==> config.mk <==
export PLATFORM = sky130hd
export DESIGN_NAME = cmp_result_tracker_flat
export DESIGN_NICKNAME = d
export VERILOG_FILES = /design/src/rtl/cmp_result_tracker_if.sv /design/src/rtl/cmp_result_tracker.sv /design/src/flat_wrapper.sv
export SDC_FILE = /design/constraint.sdc
export NUM_CORES = 1
export LEC_CHECK = 0
export BUFFER_PORTS_ARGS = -buffer_cell sky130_fd_sc_hd__clkbuf_2
export CAP_MARGIN = 10
export CORE_ASPECT_RATIO = 1.5
export CORE_MARGIN = 8
export CORE_UTILIZATION = 56
export CTS_CLUSTER_DIAMETER = 200
export DETAILED_ROUTE_END_ITERATION = 16
export GPL_TIMING_DRIVEN = 0
export PLACE_DENSITY = 0.79
export SYNTH_ARGS = -nofsm -noshare
export SYNTH_HDL_FRONTEND = slang
export SYNTH_SLANG_ARGS = --single-unit
export TNS_END_PERCENT = 1
==> constraint.sdc <==
create_clock -name clk -period 2.25 [get_ports clk]
set_input_delay 0.675 -clock clk [delete_from_list [all_inputs] [get_ports clk]]
set_output_delay 0.675 -clock clk [all_outputs]
set_load 0.05 [all_outputs]
==> src/rtl/cmp_result_tracker_if.sv <==
// Handshake and result bus between the comparator-side producer and the
// result tracker. The producer presents one-hot comparator flags under
// in_valid/in_ready; the tracker returns its counts and stability status.
interface cmp_result_tracker_if #(
  parameter int CNT_W = 8
) ();

  logic             in_valid;
  logic             in_ready;
  logic             a_eq_b;
  logic             a_ls_b;
  logic             a_gt_b;
  logic [CNT_W-1:0] eq_cnt;
  logic [CNT_W-1:0] ls_cnt;
  logic [CNT_W-1:0] gt_cnt;
  logic             stable;
  logic [1:0]       stable_res;
  logic             err;

  // Producer side: drives flags and valid, observes tracker status.
  modport master (
    output in_valid,
    output a_eq_b,
    output a_ls_b,
    output a_gt_b,
    input  in_ready,
    input  eq_cnt,
    input  ls_cnt,
    input  gt_cnt,
    input  stable,
    input  stable_res,
    input  err
  );

  // Tracker side: consumes flags, reports counts and stability.
  modport slave (
    input  in_valid,
    input  a_eq_b,
    input  a_ls_b,
    input  a_gt_b,
    output in_ready,
    output eq_cnt,
    output ls_cnt,
    output gt_cnt,
    output stable,
    output stable_res,
    output err
  );

endinterface

==> src/rtl/cmp_result_tracker.sv <==
// Result tracker for a 2-bit magnitude comparator. Counts accepted
// A==B / A<B / A>B outcomes with saturating counters, flags a result as
// stable once STABLE_N identical samples arrive back to back, and traps
// non-one-hot flag patterns in a sticky ERROR state that only clr or
// reset can leave.
module cmp_result_tracker #(
  parameter int CNT_W    = 8,
  parameter int STABLE_N = 4
) (
  input  logic                 clk,
  input  logic                 rst_n,
  input  logic                 clr,
  cmp_result_tracker_if.slave  bus
);

  typedef enum logic [1:0] {
    S_IDLE   = 2'd0,
    S_TRACK  = 2'd1,
    S_STABLE = 2'd2,
    S_ERROR  = 2'd3
  } state_t;

  // Result codes shared by prev and stable_res: 00 none, 01 eq, 10 ls, 11 gt.
  localparam logic [1:0] RES_NONE = 2'b00;
  localparam logic [1:0] RES_EQ   = 2'b01;
  localparam logic [1:0] RES_LS   = 2'b10;
  localparam logic [1:0] RES_GT   = 2'b11;

  localparam logic [7:0]       STABLE_RUN = 8'(STABLE_N);
  localparam logic [CNT_W-1:0] CNT_MAX    = {CNT_W{1'b1}};

  state_t           state_p1;
  logic [CNT_W-1:0] eq_cnt_p1;
  logic [CNT_W-1:0] ls_cnt_p1;
  logic [CNT_W-1:0] gt_cnt_p1;
  logic [7:0]       run_p1;
  logic [1:0]       prev_p1;
  logic             stable_p1;
  logic [1:0]       stable_res_p1;
  logic             err_p1;

  logic             vld_p0;
  logic [1:0]       res_p0;
  logic             legal_p0;
  logic [7:0]       run_nxt_p0;
  logic             go_stable_p0;

  // Counter increment that holds at all-ones instead of wrapping.
  function automatic logic [CNT_W-1:0] sat_inc(input logic [CNT_W-1:0] cnt);
    return (cnt == CNT_MAX) ? cnt : cnt + 1'b1;
  endfunction

  // Run-length increment capped at the stability threshold so a long
  // stable stretch never overflows the run counter.
  function automatic logic [7:0] run_inc(input logic [7:0] run);
    return (run >= STABLE_RUN) ? STABLE_RUN : run + 8'd1;
  endfunction

  // ---- p0: decode incoming flags and handshake ----

  // ERROR is the only state that refuses samples.
  assign bus.in_ready = (state_p1 != S_ERROR);
  assign vld_p0       = bus.in_valid && bus.in_ready;

  // One-hot flags map to a result code; anything else decodes to none.
  always_comb begin
    res_p0 = RES_NONE;
    unique case ({bus.a_eq_b, bus.a_ls_b, bus.a_gt_b})
      3'b100:  res_p0 = RES_EQ;
      3'b010:  res_p0 = RES_LS;
      3'b001:  res_p0 = RES_GT;
      default: res_p0 = RES_NONE;
    endcase
  end

  assign legal_p0 = (res_p0 != RES_NONE);

  // Run length after a legal accept: restarts on a new result or from IDLE.
  always_comb begin
    run_nxt_p0 = 8'd1;
    if ((state_p1 != S_IDLE) && (res_p0 == prev_p1)) begin
      run_nxt_p0 = run_inc(run_p1);
    end
  end

  assign go_stable_p0 = (run_nxt_p0 >= STABLE_RUN);

  // ---- p1: registered state, counts and status ----

  // Tracker FSM with registered counts and status outputs.
  always_ff @(posedge clk or negedge rst_n) begin
    if (!rst_n) begin
      state_p1      <= S_IDLE;
      eq_cnt_p1     <= '0;
      ls_cnt_p1     <= '0;
      gt_cnt_p1     <= '0;
      run_p1        <= '0;
      prev_p1       <= RES_NONE;
      stable_p1     <= 1'b0;
      stable_res_p1 <= RES_NONE;
      err_p1        <= 1'b0;
    end else if (clr) begin
      // clr wins over a same-cycle accept; the sample is discarded.
      state_p1      <= S_IDLE;
      eq_cnt_p1     <= '0;
      ls_cnt_p1     <= '0;
      gt_cnt_p1     <= '0;
      run_p1        <= '0;
      prev_p1       <= RES_NONE;
      stable_p1     <= 1'b0;
      stable_res_p1 <= RES_NONE;
      err_p1        <= 1'b0;
    end else if (vld_p0) begin
      if (!legal_p0) begin
        // Illegal flags freeze counts, run and prev until clr.
        state_p1      <= S_ERROR;
        err_p1        <= 1'b1;
        stable_p1     <= 1'b0;
        stable_res_p1 <= RES_NONE;
      end else begin
        unique case (res_p0)
          RES_EQ:  eq_cnt_p1 <= sat_inc(eq_cnt_p1);
          RES_LS:  ls_cnt_p1 <= sat_inc(ls_cnt_p1);
          default: gt_cnt_p1 <= sat_inc(gt_cnt_p1);
        endcase
        run_p1  <= run_nxt_p0;
        prev_p1 <= res_p0;
        if (go_stable_p0) begin
          state_p1      <= S_STABLE;
          stable_p1     <= 1'b1;
          stable_res_p1 <= res_p0;
        end else begin
          state_p1      <= S_TRACK;
          stable_p1     <= 1'b0;
          stable_res_p1 <= RES_NONE;
        end
      end
    end
  end

  assign bus.eq_cnt     = eq_cnt_p1;
  assign bus.ls_cnt     = ls_cnt_p1;
  assign bus.gt_cnt     = gt_cnt_p1;
  assign bus.stable     = stable_p1;
  assign bus.stable_res = stable_res_p1;
  assign bus.err        = err_p1;

endmodule

==> src/flat_wrapper.sv <==
// flat-port wrapper written by rule: the top's interface ports become plain ports
module cmp_result_tracker_flat 
#(
  parameter int CNT_W    = 8,
  parameter int STABLE_N = 4
)
  (clk, rst_n, clr, bus_in_valid, bus_a_eq_b, bus_a_ls_b, bus_a_gt_b, bus_in_ready, bus_eq_cnt, bus_ls_cnt, bus_gt_cnt, bus_stable, bus_stable_res, bus_err);
  cmp_result_tracker_if #(.CNT_W(CNT_W)) bus_i ();
  input  logic clk;
  input  logic rst_n;
  input  logic clr;
  input wire logic [$bits(bus_i.in_valid)-1:0] bus_in_valid;
  input wire logic [$bits(bus_i.a_eq_b)-1:0] bus_a_eq_b;
  input wire logic [$bits(bus_i.a_ls_b)-1:0] bus_a_ls_b;
  input wire logic [$bits(bus_i.a_gt_b)-1:0] bus_a_gt_b;
  output wire logic [$bits(bus_i.in_ready)-1:0] bus_in_ready;
  output wire logic [$bits(bus_i.eq_cnt)-1:0] bus_eq_cnt;
  output wire logic [$bits(bus_i.ls_cnt)-1:0] bus_ls_cnt;
  output wire logic [$bits(bus_i.gt_cnt)-1:0] bus_gt_cnt;
  output wire logic [$bits(bus_i.stable)-1:0] bus_stable;
  output wire logic [$bits(bus_i.stable_res)-1:0] bus_stable_res;
  output wire logic [$bits(bus_i.err)-1:0] bus_err;
  assign bus_i.in_valid = bus_in_valid;
  assign bus_i.a_eq_b = bus_a_eq_b;
  assign bus_i.a_ls_b = bus_a_ls_b;
  assign bus_i.a_gt_b = bus_a_gt_b;
  assign bus_in_ready = bus_i.in_ready;
  assign bus_eq_cnt = bus_i.eq_cnt;
  assign bus_ls_cnt = bus_i.ls_cnt;
  assign bus_gt_cnt = bus_i.gt_cnt;
  assign bus_stable = bus_i.stable;
  assign bus_stable_res = bus_i.stable_res;
  assign bus_err = bus_i.err;
  cmp_result_tracker #(.CNT_W(CNT_W), .STABLE_N(STABLE_N)) u_core (.clk(clk), .rst_n(rst_n), .clr(clr), .bus(bus_i));
endmodule
* Word-level counts from Yosys, hierarchy flattened
Cells that the tools add are included.
** Operators by class
- Reductions and logical operators :: 14
- Equality and inequality tests :: 15
- Add/subtract/negate cells :: 4
- Magnitude comparators :: 2
- Muxes and demuxes :: 39
** Operator list (count)
- 8-bit two-way mux :: 20
- 8-bit by 1-bit adder with 8-bit output, second input constant :: 4
- 8-bit equality test, second input constant :: 3
- 2-bit two-way mux :: 11
- 8-bit by 3-bit greater-or-equal comparator with 1-bit output, second input constant :: 2
- 4-bit AND reduction :: 3
- 2-bit nonzero test :: 6
- 2-bit != test, second input constant :: 5
- 1-bit two-way mux :: 7
- 2-bit one-hot mux with 3 select lines :: 1
- 2-bit AND reduction :: 2
- 3-bit by 1-bit equality test with 1-bit output, second input constant :: 1
- 3-bit by 2-bit equality test with 1-bit output, second input constant :: 1
- 3-bit equality test, second input constant :: 1
- 2-bit by 1-bit equality test with 1-bit output, second input constant :: 1
- 2-bit equality test :: 1
- 2-bit equality test, second input constant :: 1
- 1-bit logical AND :: 2
- 2-bit by 1-bit != test with 1-bit output, second input constant :: 1
- 2-bit OR reduction :: 1
** Storage, ports and cells
- Flip-flop bits (word level) :: 40
- Logic and storage cells :: 83
- Output and inout port bits :: 29

* Longest topological paths before layout
- Depth after elaboration :: 10
- Depth in mapped cells :: 9
- Gate-level depth less buffers :: 8

* Worst setup path after synthesis
No wires, ideal clock.
- Kind :: in2reg
- Start point :: input port bus_a_ls_b
- End point :: register u_core.gt_cnt_p1[5] (netlist: u_core.bus.gt_cnt[5])
- Path buffers :: 0
- Required time :: 2172 ps
- Slack :: -105 ps
- Stages on the path :: 7
- Data arrival time :: 2277 ps
- Cells stage by stage :: nand2b_1 a21o_1 ha_1 nand4_1 or3_4 or4_1 a21oi_1
** Between the ends
- Cells in the longest elaborated chain, start to end :: 6
- Elaborated cells on any way between the ends :: 11
- Those cells by class :: 6 x eq/ne; 1 x mux; 4 x reduce/logical
** Ends and longest elaborated chain
- from (decl) :: line flat_wrapper.sv:14 : input wire logic [$bits(bus_i.a_ls_b)-1:0] bus_a_ls_b;
- 3-bit by 1-bit equality test with 1-bit output (tied with other cells) :: line cmp_result_tracker.sv:68 : unique case ({bus.a_eq_b, bus.a_ls_b, bus.a_gt_b})
- 2-bit one-hot mux with 3 select lines (*) :: line cmp_result_tracker.sv:68
- 2-bit by 1-bit equality test with 1-bit output or 2-bit equality test (tied branches) :: line cmp_result_tracker.sv:121 : unique case (res_p0)
- 2-bit OR reduction (no source line)
- 2-bit by 1-bit != test with 1-bit output (no source line)
- 4-bit AND reduction (no source line) (*)
- to (signal assigned) :: line cmp_result_tracker.sv:124 : default: gt_cnt_p1 <= sat_inc(gt_cnt_p1);
- to (decl) :: line cmp_result_tracker.sv:35 : logic [CNT_W-1:0] gt_cnt_p1;
Mark *: on every way between the ends. The rest lies on a longest branch, timed or not.
A chain may end at the register's enable or synchronous reset.

* Worst setup path after layout
- Start point :: input port bus_a_gt_b
- End point :: register u_core.gt_cnt_p1[5] (netlist: u_core.bus.gt_cnt[5])
** Between the ends
- Cells in the longest elaborated chain, start to end :: 6
- Elaborated cells on any way between the ends :: 11
- Those cells by class :: 6 x eq/ne; 1 x mux; 4 x reduce/logical
** Ends and longest elaborated chain
- from (decl) :: line flat_wrapper.sv:15 : input wire logic [$bits(bus_i.a_gt_b)-1:0] bus_a_gt_b;
- 3-bit by 1-bit equality test with 1-bit output (tied with other cells) :: line cmp_result_tracker.sv:68
- 2-bit one-hot mux with 3 select lines (*) :: line cmp_result_tracker.sv:68
- 2-bit by 1-bit equality test with 1-bit output or 2-bit equality test (tied branches) :: line cmp_result_tracker.sv:121
- 2-bit OR reduction (no source line)
- 2-bit by 1-bit != test with 1-bit output (no source line)
- 4-bit AND reduction (no source line) (*)
Marked as above.

==> flow_summary.toml <==
[sta]
maxSlewViolCount = 0
rsz0062_at_grt = "true"
fin_crit_ns = 2.318
clock_skew_ns = 0.006085
setup_ws_ns = -0.06840
setup_violations = 3
fmax_ghz = 0.4313
worstMarginPinSlew_ns = 0.9964
fin_crit_sh_pct = 103.0
max-slew-margin-rel_pct = 33.58
hold_viol = 0

[worst_setup_path]
path_buf_inv = 2
path_delay_family = "simple AND/OR/NAND/NOR gates"
path_max_fanout = 7
cp_cell_sequence = "buf_2 > xor2_1 > nor2b_4 > buf_12 > ha_4 > nand4_1 > or3_4 > or4_4 > a21oi_1"
critical_path_class = "input port to register"
startpoint_type = "input port"
r2r_cells = 4
cp.arrival_ns = 2.53
cp.required_ns = 2.47
slowest_stage = "or4_4"
cp.depth = 9
crit_path_end_kind = "register"
cp_slowest_stage_delay_ns = 0.42

[power]
finalPower_mw = 1.517
p_per_area_nw_per_um2 = 561.7
ir_drop_mv = 0.6360
leakage_nw = 1.162

[global_routing]
grt_start_max_net_pins = 41
grt-ovfl-total = 0
grt_pass1_wl_um = 9135
top_usage_layer = "met2"
grt.met1_usage_pct = 22.28
antenna_found_initial = 0
grt_pass1_vias = 1953
grt_use_total_pct = 18.57
grt_use_met2_pct = 30.40
grt_use_met3_pct = 3.704

[hold_path]
hold_class = "register to register"
hold_depth = 1

[routing]
vias = 2035
drt-initial-drc-count = 202
drtPass1Iterations = 4
finalWirelength_um = 5619
ant_nets = 0
drt-wirelength-per-cell_um = 17.29
routed_via_density = 6.262
drc = 0

[clock_network]
hold_buffers = 0
clk_pin_slew_ns = 0.08
cts_tree = "done"
clk_path_buf_depth = 2
ctsRootBufferMaster = "clkbuf_8"
h-tree-depth = 2
cts_buffers = 5
clock_sinks = 40
clk_latency_ns = 0.29

[logic_synthesis]
syn_area_per_cell_um2 = 9.648
synthesis.area_um2 = 2267
async_flop_share_pct = 100.0
ys.flop_type = "dfrtp_1"
synth_edf_count = 0
synthCells = 235
synth_seq_area_share_pct = 44.15
synth_top_area_cell = "dfrtp_1"
yosysTopAreaCellShare_pct = 44.15
synth_cell_types = 49
netlist_top_cells_area = "dfrtp_1, ha_1, a21oi_1"
ys_seq_elements = 40
ys_warn_count = 0
synth_nets = 250

[die]
initial_core_util_pct = 57.78
die_y_um = 93.93
io_pins = 36
die-area_um2 = 6383
core_um2 = 3924
rows = 28
die_w_um = 67.95

[cells_and_area]
drive_gt1_share_pct = 26.07
fin_util_pct = 68.81
seqCellArea_um2 = 1001
area_growth_pct = 19.09
num_antenna_cells = 0
mostFrequentLayoutCell = "dfrtp_1"
multi_input_area_um2 = 1250
final_cell_mix = "dfrtp_1, clkbuf_2, a21oi_1"
fill_cells = 312
nNetsFinal = 294

[place]
dp_slack_ns = -0.5206
io_buffers = 35
place_hpwl_um = 3907
gp_congestion = 0.8261

[run_status]
status = "finished, violations left"
violations = "setup timing"

[run]
maxCapViolations = 0
metrics by stage:
step	cells	hold WS, ns	setup TNS [ns]	area (um2)
after detailed placement	315	0.4992	-13.97	2499
after floorplan	235	0.3794	-0.6500	2267
final	325	0.5166	-0.1119	2700
after global placement	315	0.4952	-12.51	2499
after global routing	325	0.5397	-0.9360	2700
after CTS	325	0.5197	-0.07533	2663
Yosys cell counts (2+ instances only):
cell      count
o21ai_0       7
nand2b_1      3
nand2_1      16
or3_1         4
mux2i_1       2
nand3_1      13
o311ai_0      2
nor2b_1       6
clkbuf_1      5
mux2_2        4
o31a_1        2
nor4_1        3
buf_1         2
a31oi_1       6
a32oi_1       2
or4_1         7
nor3b_1       2
buf_6         2
o41ai_1       6
nor2_1       10
ha_1          8
inv_1        11
or2_2         4
dfrtp_1      40
nor3_1        8
nand4_1       6
o221a_2       2
xor2_1        3
o31ai_1       6
a21oi_1      17
and3_1        8
report_power, final:
part,switching [mW],total [mW],internal (mW)
Sequential,0.0172,0.753,0.736
Combinational,0.177,0.264,0.0869
Clock,0.249,0.499,0.250
Total,0.443,1.52,1.07
path summary, 6_finish.rpt:
check | startpoint | end | slack [ns]
max | bus_a_gt_b | u_core.bus.gt_cnt[5] | -0.07
min | u_core.run_p1[6] | u_core.run_p1[6] | 0.52
max reg2reg | u_core.bus.eq_cnt[3] | u_core.bus.eq_cnt[1] | 0.43
min reg2reg | u_core.run_p1[6] | u_core.run_p1[6] | 0.52
max in group asynchronous | rst_n | u_core.bus.eq_cnt[3] | 1.10
min in group asynchronous | rst_n | u_core.run_p1[2] | 0.53
flip-flops by register name (all words and copies together) (netlist names):
| signal | cells |
|---|---|
| u_core.run_p1 | 8 |
| u_core.prev_p1 | 2 |
| u_core.bus.stable | 1 |
| u_core.bus.stable_res | 2 |
| u_core.bus.eq_cnt | 8 |
| u_core.state_p1 | 2 |
| u_core.bus.gt_cnt | 8 |
| u_core.bus.err | 1 |
| u_core.bus.ls_cnt | 8 |
layout make-up:
class,instances,area share [%]
Inverter,12,1.854
Tap cell,45,2.085
Clock buffer,8,3.336
Buffer,9,1.854
Timing Repair Buffer,37,7.507
Multi-Input combinational cell,174,46.29
Sequential cell,40,37.07
worst register-to-register path: stages (launching register included):
cell	delay [ns]
dfrtp_1	0.44
nand4_1	0.18
nor3b_1	0.60
a31oi_2	0.19
mux2_2	0.30
logic make-up (layout without fill, tap and decap cells):
logic type / Yosys count / count (layout) / share of synthesized area, %
flops: 40 / 40 / 44.15
mux: 6 / 6 / 2.870
simple gates: 94 / 94 / 22.85
compound gates: 61 / 61 / 19.59
buf+inv: 21 / 66 / 4.139
xor+xnor: 4 / 4 / 1.546
fa+ha+maj: 9 / 9 / 4.857
layer usage:
metal	vias up	wire [um]
li1	980	-
met1	973	2337
met2	69	2823
met3	13	294
met4	0	164
met5	-	0
repair_timing:
action                     CTS  global route
setup endpoints to repair   24            29
cloned                       0             0
pin swaps                    1             3
buffers inserted             2             0
gates resized for setup      9            13
Note: power is estimated with default switching activity, not from simulation.
